$ cat config.mk
export PLATFORM = sky130hd
export DESIGN_NAME = uart_tx_fifo
export DESIGN_NICKNAME = d
export VERILOG_FILES = /design/src/rtl/uart_tx_fifo.sv
export SDC_FILE = /design/constraint.sdc
export NUM_CORES = 1
export LEC_CHECK = 0
export CAP_MARGIN = 0
export CELL_PAD_IN_SITES_DETAIL_PLACEMENT = 0
export CELL_PAD_IN_SITES_GLOBAL_PLACEMENT = 1
export CORE_MARGIN = 2
export CORE_UTILIZATION = 35
export CTS_CLUSTER_DIAMETER = 200
export DETAILED_ROUTE_END_ITERATION = 10
export PLACE_DENSITY_LB_ADDON = 0.25
export RECOVER_POWER = 100
export SLEW_MARGIN = 5
export SYNTH_ARGS = -nofsm -noshare
export SYNTH_HDL_FRONTEND = slang
export SYNTH_SLANG_ARGS = --single-unit
$ cat constraint.sdc
create_clock -name clk_sys -period 5.4 [get_ports clk_sys]
set_clock_uncertainty 0.05 [all_clocks]
set_input_delay 1.35 -clock clk_sys [delete_from_list [all_inputs] [get_ports clk_sys]]
set_output_delay 1.35 -clock clk_sys [all_outputs]
set_load 0.02 [all_outputs]
$ cat src/rtl/uart_tx_fifo.sv
// uart_tx_fifo: byte FIFO feeding an 8N1/8N2 UART transmitter with a runtime baud divisor
module uart_tx_fifo #(
    parameter int FIFO_DEPTH = 8,
    parameter int DIV_WIDTH  = 16
) (
    input  logic                 clk_sys,
    input  logic                 reset,
    input  logic [DIV_WIDTH-1:0] baud_div,
    input  logic                 two_stop,
    input  logic                 wr,
    input  logic [7:0]           din,
    output logic                 full,
    output logic                 empty,
    output logic                 busy,
    output logic                 overflow,
    output logic                 UART_TX
);
    localparam int AW = $clog2(FIFO_DEPTH);
    localparam int CW = AW + 1;
    typedef enum logic [1:0] {IDLE, START, DATA, STOP} state_t;
    state_t               state, state_n;
    logic [7:0]           mem [FIFO_DEPTH];
    logic [AW-1:0]        wptr, rptr;
    logic [CW-1:0]        count, count_n;
    logic [DIV_WIDTH-1:0] cnt, div_l;
    logic [7:0]           sh;
    logic [2:0]           bitn;
    logic                 two_l, stop2, tick, last_stop, pop, push, tx_n;
    always_comb begin
        tick      = cnt == '0;
        last_stop = state == STOP && tick && (!two_l || stop2);
        pop       = !empty && (state == IDLE || last_stop);
        push      = wr && (!full || pop);
        count_n   = count + CW'(push) - CW'(pop);
        state_n   = pop ? START :
                    (state == START && tick) ? DATA :
                    (state == DATA && tick && bitn == 3'd7) ? STOP :
                    last_stop ? IDLE : state;
        // the line is registered, so drive it from the bit the next state will present
        tx_n      = state_n == START ? 1'b0 :
                    state_n == DATA  ? ((state == DATA && tick) ? sh[1] : sh[0]) : 1'b1;
    end
    assign busy = state != IDLE;
    always_ff @(posedge clk_sys)
        if (push && !reset) mem[wptr] <= din;
    always_ff @(posedge clk_sys) begin
        if (reset) begin
            state    <= IDLE;
            UART_TX  <= 1'b1;
            wptr     <= '0;
            rptr     <= '0;
            count    <= '0;
            full     <= 1'b0;
            empty    <= 1'b1;
            overflow <= 1'b0;
            cnt      <= '0;
            div_l    <= '0;
            two_l    <= 1'b0;
            stop2    <= 1'b0;
            sh       <= '0;
            bitn     <= '0;
        end else begin
            state    <= state_n;
            UART_TX  <= tx_n;
            wptr     <= wptr + AW'(push);
            rptr     <= rptr + AW'(pop);
            count    <= count_n;
            full     <= count_n == CW'(FIFO_DEPTH);
            empty    <= count_n == '0;
            overflow <= overflow | (wr && full && !pop);
            if (pop) begin
                div_l <= baud_div;
                two_l <= two_stop;
                cnt   <= baud_div;
                sh    <= mem[rptr];
                bitn  <= '0;
                stop2 <= 1'b0;
            end else if (state != IDLE) begin
                cnt <= tick ? div_l : cnt - DIV_WIDTH'(1);
                if (tick && state == DATA) begin
                    sh   <= sh >> 1;
                    bitn <= bitn + 3'd1;
                end
                if (tick && state == STOP) stop2 <= 1'b1;
            end
        end
    end
endmodule
[Yosys cells after proc, flatten, opt, wreduce, memory -nomap -nowiden]
Memory sizes are Yosys's and may differ from the RTL's. A register that Yosys moved wholly into a read port is not among the register bits.
Index checks and enable logic that the tools add are counted.
Storage, ports and cells
  memories kept: 1
  RAM bits: 64
  word-level logic and storage cells: 73
  register bits: 61
  output and inout port bits: 5
  input bits: 28
Memories
  mem: words 8, bits a word 8, read ports 1, clocked after Yosys merged registers in 1, write ports 1, line 22  | logic [7:0] mem [FIFO_DEPTH];
Operators by class
  eq/ne operators: 7
  bitwise gates (word level): 1
  reduce and logical (&&, ||, !) cells: 28
  mux-type cells: 16
  add/subtract/negate cells: 6
Operators with widths (number)
  two-way mux 16 bit: 3
  two-way mux 8 bit: 3
  logical NOT 16 bit: 1
  subtractor 16 x 1 -> 16 bit (second input constant): 1
  logical AND 1 bit: 10
  two-way mux 2 bit: 4
  adder 3 x 1 -> 3 bit: 2
  == test 2 bit (second input constant): 3
  AND reduction 2 bit: 3
  nonzero test 2 bit: 3
  logical NOT 1 bit: 5
  two-way mux 1 bit: 5
  adder 4 x 1 -> 4 bit: 1
  == test 2 x 1 -> 1 bit (second input constant): 2
  == test 4 bit (second input constant): 1
  logical NOT 4 bit: 1
  subtractor 4 x 1 -> 4 bit: 1
  adder 3 x 1 -> 3 bit (second input constant): 1
  == test 3 bit (second input constant): 1
  logical OR 1 bit: 3
  two-way mux 3 bit: 1
  logical NOT 2 bit: 1
  OR reduction 2 bit: 1
  OR 1 bit: 1

[Depth between registers and ports, before layout]
Gate-level depths: netlist of run 1.
  depth after elaboration: 10
  gate-level depth with buffers: 17
  gate-level depth less buffers: 16

[Least setup slack after synthesis of run 1]
Ideal clock, no wire load.
  path type: register to register
  from: reg cnt[12]
  to: reg empty
  required time: 5.235 ns
  clock period less this slack: 3.349 ns
  slack: 2.051 ns
  arrival time: 3.184 ns
  cell stages (with the launch flop): 16
  buffers on the path: 3
  library setup time: 0.115 ns
  cells stage by stage: dfxtp_1 > buf_6 > or4_4 > or4_4 > o22a_4 > clkinv_4 > buf_6 > buf_6 > ha_1 > inv_1 > ha_1 > inv_1 > fa_1 > xor2_1 > a31oi_1 > nor2_1
On the way
  cells in the longest elaborated chain, start to end: 10
RTL lines
  from (decl): line 25  | logic [DIV_WIDTH-1:0] cnt, div_l;
  from (signal assigned): line 74  | cnt <= baud_div;
  from (signal assigned): line 79  | cnt <= tick ? div_l : cnt - DIV_WIDTH'(1);
  logical NOT 16 bit (*): line 30  | tick = cnt == '0;
  logical AND 1 bit (*) (2 in a row): line 31  | last_stop = state == STOP && tick && (!two_l || stop2);
  logical OR 1 bit (*): line 32  | pop = !empty && (state == IDLE || last_stop);
  logical AND 1 bit (*): line 32
  via pop: line 28  | logic two_l, stop2, tick, last_stop, pop, push, tx_n;
  logical OR 1 bit: line 33  | push = wr && (!full || pop);
  logical AND 1 bit: line 33
  adder 4 x 1 -> 4 bit: line 34  | count_n = count + CW'(push) - CW'(pop);
  subtractor 4 x 1 -> 4 bit (*): line 34
  logical NOT 4 bit (*): line 69  | empty <= count_n == '0;
  to (signal assigned): line 54  | empty <= 1'b1;
  to (signal assigned): line 69
  to (decl): line 13  | output logic empty,
Mark *: on every way through the listed nets, which the timed path passes. The rest lies on a longest branch.
A chain may end at the register's enable or synchronous reset.

[Worst setup path after layout of run 1]
  from: reg cnt[0]
  to: reg empty
On the way
  cells in the longest elaborated chain, start to end: 10
RTL lines (line)
  logical NOT 16 bit (*): 30
  logical AND 1 bit (*) (2 in a row): 31
  logical OR 1 bit (*): 32
  logical AND 1 bit (*): 32
  logical OR 1 bit: 33
  logical AND 1 bit: 33
  adder 4 x 1 -> 4 bit: 34
  subtractor 4 x 1 -> 4 bit (*): 34
  logical NOT 4 bit (*): 69
Mark *: on every way between the ends. The rest lies on a longest branch, timed or not.

==> results.json, run 1 <==
{
  "status": "finished, final reports clean",
  "vdd_drop_max_v": 0.0002443,
  "finalHoldViolCount": 0,
  "r2r_start": "cnt[0]",
  "syn-cell-area_um2": 5388,
  "r2r_cells": 15,
  "arrival_ps": 4560,
  "crit_top_cell": "inv_1",
  "fillerInstances": 1421,
  "grt_max_degree": 62,
  "port_buffers": 32,
  "whs_ps": 396.0,
  "cts-hold-fix-buffers": 0,
  "rrSetupSlack_ps": 1100,
  "cts_root_buf": "clkbuf_16",
  "cts_buffers": 17,
  "ys_top_cells_by_area": "edfxtp_1 (36%), dfxtp_1 (23%), mux4_2 (6.7%)",
  "drtPass1Iterations": 4,
  "layout_common_cells": "edfxtp_1 (64), dfxtp_1 (61), nand2_1 (54), nor2_1 (48), a21oi_1 (26)",
  "yosysSeqAreaShare_pct": 58.34,
  "yosys.area.top_type": "edfxtp_1",
  "nNetsFinal": 523,
  "rsz0062_at_grt": "no",
  "hold_class": "flop to flop",
  "start_util_pct": 35.57,
  "synthDistinctLibCells": 56,
  "routed_wl_um": 11260,
  "required_ps": 5660,
  "synth_flop_cell": "edfxtp_1",
  "grt_pass1_vias": 3588,
  "yosysWarnings": 0,
  "drtIter0Drc": 258,
  "slew-limit-headroom_pct": 40.51,
  "setup-tns-final_ps": 0,
  "slowest_delay_ps": 560,
  "gp_congestion": 0.7540,
  "grt_pass1_wl_um": 18420,
  "place_inst": 652,
  "worstReg2RegEnd": "empty",
  "grt_usage_pct": 14.82,
  "criticalPathCategory": "flop to flop",
  "cts_tree": "yes",
  "cp-start-kind": "flop",
  "p_per_area_nw_per_um2": 540.7,
  "period_needed_ps": 4299,
  "max_cap_viol_count": 0,
  "cts_sinks": 125,
  "worstPathMaxFanout": 49,
  "die_area_um2": 16400,
  "die_w_um": 128.1,
  "synth_largest_type_area_fraction_pct": 35.67,
  "hpwlAfterDp_um": 7118,
  "area_growth_pct": 18.49,
  "syn_inst": 454,
  "synthesis.nets": 494,
  "setup_viol": 0,
  "endpoint_kind": "flop",
  "instances_no_fill": 684,
  "clkTransAtPathRegs_ps": 60,
  "antenna_found_initial": 0,
  "max_slew.worst_pin.slew_ps": 889.1,
  "wl_per_cell_um": 16.46,
  "grt.overflow.total": 0,
  "maxSlewViolCount": 0,
  "final_common_cell": "edfxtp_1",
  "drtAntennaViolNets": 0,
  "htreeDepth": 4,
  "vias": 3570,
  "layout.area.seq_um2": 3143,
  "synth_edf_count": 64,
  "fin_crit_sh_pct": 79.60,
  "cp_top_family": "compound AO/OA/AOI/OAI gates",
  "clk_path_buf_depth": 2,
  "post_cts_resized": 0,
  "drcViolationCount": 0,
  "crit_chain": "inv_1, ha_1, nor3b_1, nand4_1, o22a_4, a21boi_0, inv_1, ha_1, inv_1, ha_1, inv_1, fa_1, xor2_1, a31oi_1, nor2_1",
  "num_antenna_cells": 0,
  "multiInputGateArea_um2": 2034,
  "num_rows": 45,
  "synth_area_per_cell_um2": 11.87,
  "fmax_mhz": 232.6,
  "via_per_inst": 5.219,
  "die_h_um": 128.1,
  "finalPower_w": 0.003452,
  "hold_end": "div_l[10]",
  "ys_ff_latch": 125,
  "cts_setup_buffers": 0,
  "drive_gt1_share_pct": 11.90,
  "min_from": "div_l[10]",
  "clk_latency_ps": 420,
  "holdPathStages": 2,
  "io_pins": 33,
  "core-area_um2": 15150,
  "fin_util_pct": 42.15,
  "synthArstFlopShare_pct": 0,
  "cpMaxStageDelayCell": "nor3b_1",
  "power_leakage_nw": 2.188,
  "critical_path_buf_inv_count": 4
}
## per-stage QoR
step,area (um^2),setup slack [ps]
6_report,6384,1101
5_1_grt,6384,596.9
4_1_cts,6409,1344
3_5_place_dp,5833,1343
3_3_place_gp,5833,1456
2_1_floorplan,5388,2051
## logic make-up after synthesis
family	count (synthesis)	share of synthesized area (%)
AO/OA/AOI/OAI	87	11.24
XOR/XNOR	12	1.951
adder cells (fa/ha/maj)	12	2.926
buffers and inverters	39	3.577
flip-flops	125	58.34
multiplexers	27	8.755
AND/OR/NAND/NOR	152	13.21
## cell type report
cell class,count,share of cell area [%]
well taps,188,3.685
flip-flops and latches,125,49.24
inverters,12,0.7840
multi-input cells,290,31.87
clock buffers,17,6.664
repair buffers,37,5.410
clock inverters,15,2.352
## worst max-delay path by stage
| stage | start | depth (start not counted) | slack (ps) | to |
|---|---|---|---|---|
| global route | cnt[0] | 15 | 600 | empty |
| global placement | cnt[0] | 15 | 1460 | empty |
| detailed placement | cnt[0] | 15 | 1340 | full |
| CTS | cnt[0] | 15 | 1340 | full |
| finish | cnt[0] | 15 | 1100 | empty |
| floorplan | cnt[12] | 15 | 2050 | empty |
## cells in the mapped netlist, drive strengths merged, types with 10 or more instances
| cell type | n |
|---|---|
| a21oi | 26 |
| buf | 13 |
| clkbuf | 14 |
| dfxtp | 61 |
| edfxtp | 64 |
| ha | 11 |
| inv | 11 |
| mux2i | 10 |
| mux4 | 16 |
| nand2 | 55 |
| nor2 | 48 |
| nor3 | 12 |
| o211ai | 11 |
| o21ai | 11 |
## registers in the layout (all words and copies together) (netlist names), 2 cells and up
register  cells
wptr          3
mem          64
count         4
sh            8
bitn          3
rptr          3
state         2
cnt          16
div_l        16
## worst min-delay path: cells and delay by family (launching register included)
kind / cells / cell delay, ps
compound gates: 1 / 50
flops: 1 / 300
simple gates: 1 / 50
## routing by layer
layer / up-vias / part of all wire [%] / GRT usage (%)
met3: 11 / 3.7 / 3.798
li1: 1758 / - / -
met5: - / 0 / 0
met2: 72 / 50 / 25.01
met4: 0 / 1.3 / 6.012
met1: 1729 / 45 / 18.16
## power by group
group	switching [W]	internal, W	leakage, nW
registers	0.000151	0.00116	1.08
logic	0.000603	0.000439	0.829
clock network	0.000453	0.000649	0.278
total	0.00121	0.00225	2.19
Power figures use the tool's default switching activity.
==> inputs of run 2 (changes only) <==
Clock period 5.4 ns to 3.5 ns, I/O delays scaled along.
==> run 2 against run 1 <==
Net effect: sequential power grew 52%; cell count is 2.2% higher; flip-flop and latch count did not move; fmax increased by 31%; critical path depth is 2 lower; utilization is 0.45 points higher; critical endpoint unchanged; largest cell class unchanged.
==> results.json, run 2 (synthesis gave the netlist of run 1 again) <==
{
  "reg_top3": "mem: 64 flops, cnt: 16 flops, div_l: 16 flops",
  "rsz0062_at_grt": "no",
  "port_buffers": 32,
  "nNetsFinal": 538,
  "arrival_ps": 3540,
  "cts_tree": "yes",
  "routed_wl_um": 11230,
  "hold_class": "flop to flop",
  "setup-tns-final_ps": 0,
  "layout_common_cells": "edfxtp_1 (64), dfxtp_1 (61), nand2_1 (55), nor2_1 (48), a21oi_1 (25)",
  "clk_path_buf_depth": 2,
  "cts-hold-fix-buffers": 0,
  "crit_top_cell": "inv_1",
  "vdd_drop_max_v": 0.0003811,
  "vias": 3585,
  "drtIter0Drc": 248,
  "crit_chain": "or4_4, or4_4, o22a_4, a21boi_4, inv_1, ha_1, inv_1, ha_1, inv_1, fa_1, xor2_1, a31oi_1, nor2_1",
  "antenna_found_initial": 0,
  "grt_pass1_vias": 3577,
  "period_needed_ps": 3281,
  "layout.area.seq_um2": 3143,
  "gp_congestion": 0.7483,
  "grt.overflow.total": 0,
  "multiInputGateArea_um2": 2041,
  "drive_gt1_share_pct": 12.92,
  "via_per_inst": 5.129,
  "cpMaxStageDelayCell": "or4_4",
  "whs_ps": 397.3,
  "slowest_delay_ps": 550,
  "area_growth_pct": 19.76,
  "max_slew.worst_pin.slew_ps": 938.0,
  "final_common_cell": "edfxtp_1",
  "cp-start-kind": "flop",
  "fmax_mhz": 304.8,
  "cp_top_family": "simple AND/OR/NAND/NOR gates",
  "drtAntennaViolNets": 0,
  "fillerInstances": 1444,
  "finalPower_w": 0.005346,
  "endpoint_kind": "flop",
  "num_rows": 45,
  "maxSlewViolCount": 0,
  "htreeDepth": 4,
  "num_antenna_cells": 0,
  "io_pins": 33,
  "grt_max_degree": 46,
  "grt_pass1_wl_um": 18340,
  "power_leakage_nw": 2.226,
  "cts_sinks": 125,
  "wl_per_cell_um": 16.07,
  "status": "finished, final reports clean",
  "die_h_um": 128.1,
  "setup_viol": 0,
  "p_per_area_nw_per_um2": 828.5,
  "die_w_um": 128.1,
  "criticalPathCategory": "flop to flop",
  "critical_path_buf_inv_count": 3,
  "die_area_um2": 16400,
  "hpwlAfterDp_um": 7234,
  "clkTransAtPathRegs_ps": 60,
  "drtPass1Iterations": 6,
  "fin_crit_sh_pct": 93.74,
  "clk_latency_ps": 420,
  "max_cap_viol_count": 0,
  "required_ps": 3760,
  "drcViolationCount": 0,
  "largest_reg_flops": 64,
  "slew-limit-headroom_pct": 37.47,
  "cts_root_buf": "clkbuf_16",
  "worstPathMaxFanout": 5,
  "grt_usage_pct": 14.85,
  "start_util_pct": 35.57,
  "cts_buffers": 17,
  "finalHoldViolCount": 0,
  "largest_register": "mem",
  "core-area_um2": 15150
}
run 2: cell types whose count changed in the layout (fill, tap and decap cells not counted), moves of 3 or more:
cell,before,now
clkbuf_2,0,3
inv_6,8,5
clkbuf_1,2,9
buf_4,3,8
run 2: layout make-up:
cell class / count / share of cell area, %
sequential: 125 / 48.71
inverter: 12 / 0.7175
multi-input combinational: 290 / 31.63
tap: 188 / 3.646
clock buffer: 17 / 6.593
clock inverter: 15 / 2.133
timing repair buffer: 52 / 6.574
run 2: metrics by stage:
| step | util [%] | setup slack [ps] | std cells | instance area, um^2 |
|---|---|---|---|---|
| after floorplan | - | 150.6 | 454 | 5388 |
| after global placement | 39.26 | 223.5 | 667 | 5946 |
| after detailed placement | 39.26 | 200.6 | 667 | 5946 |
| after CTS | 42.97 | 189.0 | 699 | 6509 |
| after global routing | 42.60 | 12.45 | 699 | 6452 |
| final | 42.60 | 218.9 | 699 | 6452 |
run 2: what timing repair did:
item,CTS,global route
setup buffers,0,0
resized for setup,0,1
setup endpoints to repair,0,1
run 2: worst paths after layout:
path	from	endpoint	slack (ps)	cells after the start
min	div_l[10]	div_l[10]	400	2
max	cnt[15]	empty	220	13
max reg2reg	cnt[15]	empty	220	13
min reg2reg	div_l[10]	div_l[10]	400	2
run 2: where the power goes:
| part | switching (W) | internal [W] | leakage [nW] | total [W] |
|---|---|---|---|---|
| Sequential | 0.000209 | 0.00179 | 1.08 | 0.00199 |
| Combinational | 0.000966 | 0.000726 | 0.877 | 0.00169 |
| Clock | 0.000674 | 0.000985 | 0.268 | 0.00166 |
run 2: routing by layer:
metal  global-route usage (%)  wire length (um)
met5                        0                 0
met4                    6.981               217
met3                    3.297               401
met2                    25.29              5577
met1                    17.94              5037
run 2: tightest hold or removal path, cell delays in order (launching register included):
cell     delay [ps]
dfxtp_1         300
nand2_1          50
a21oi_1          50
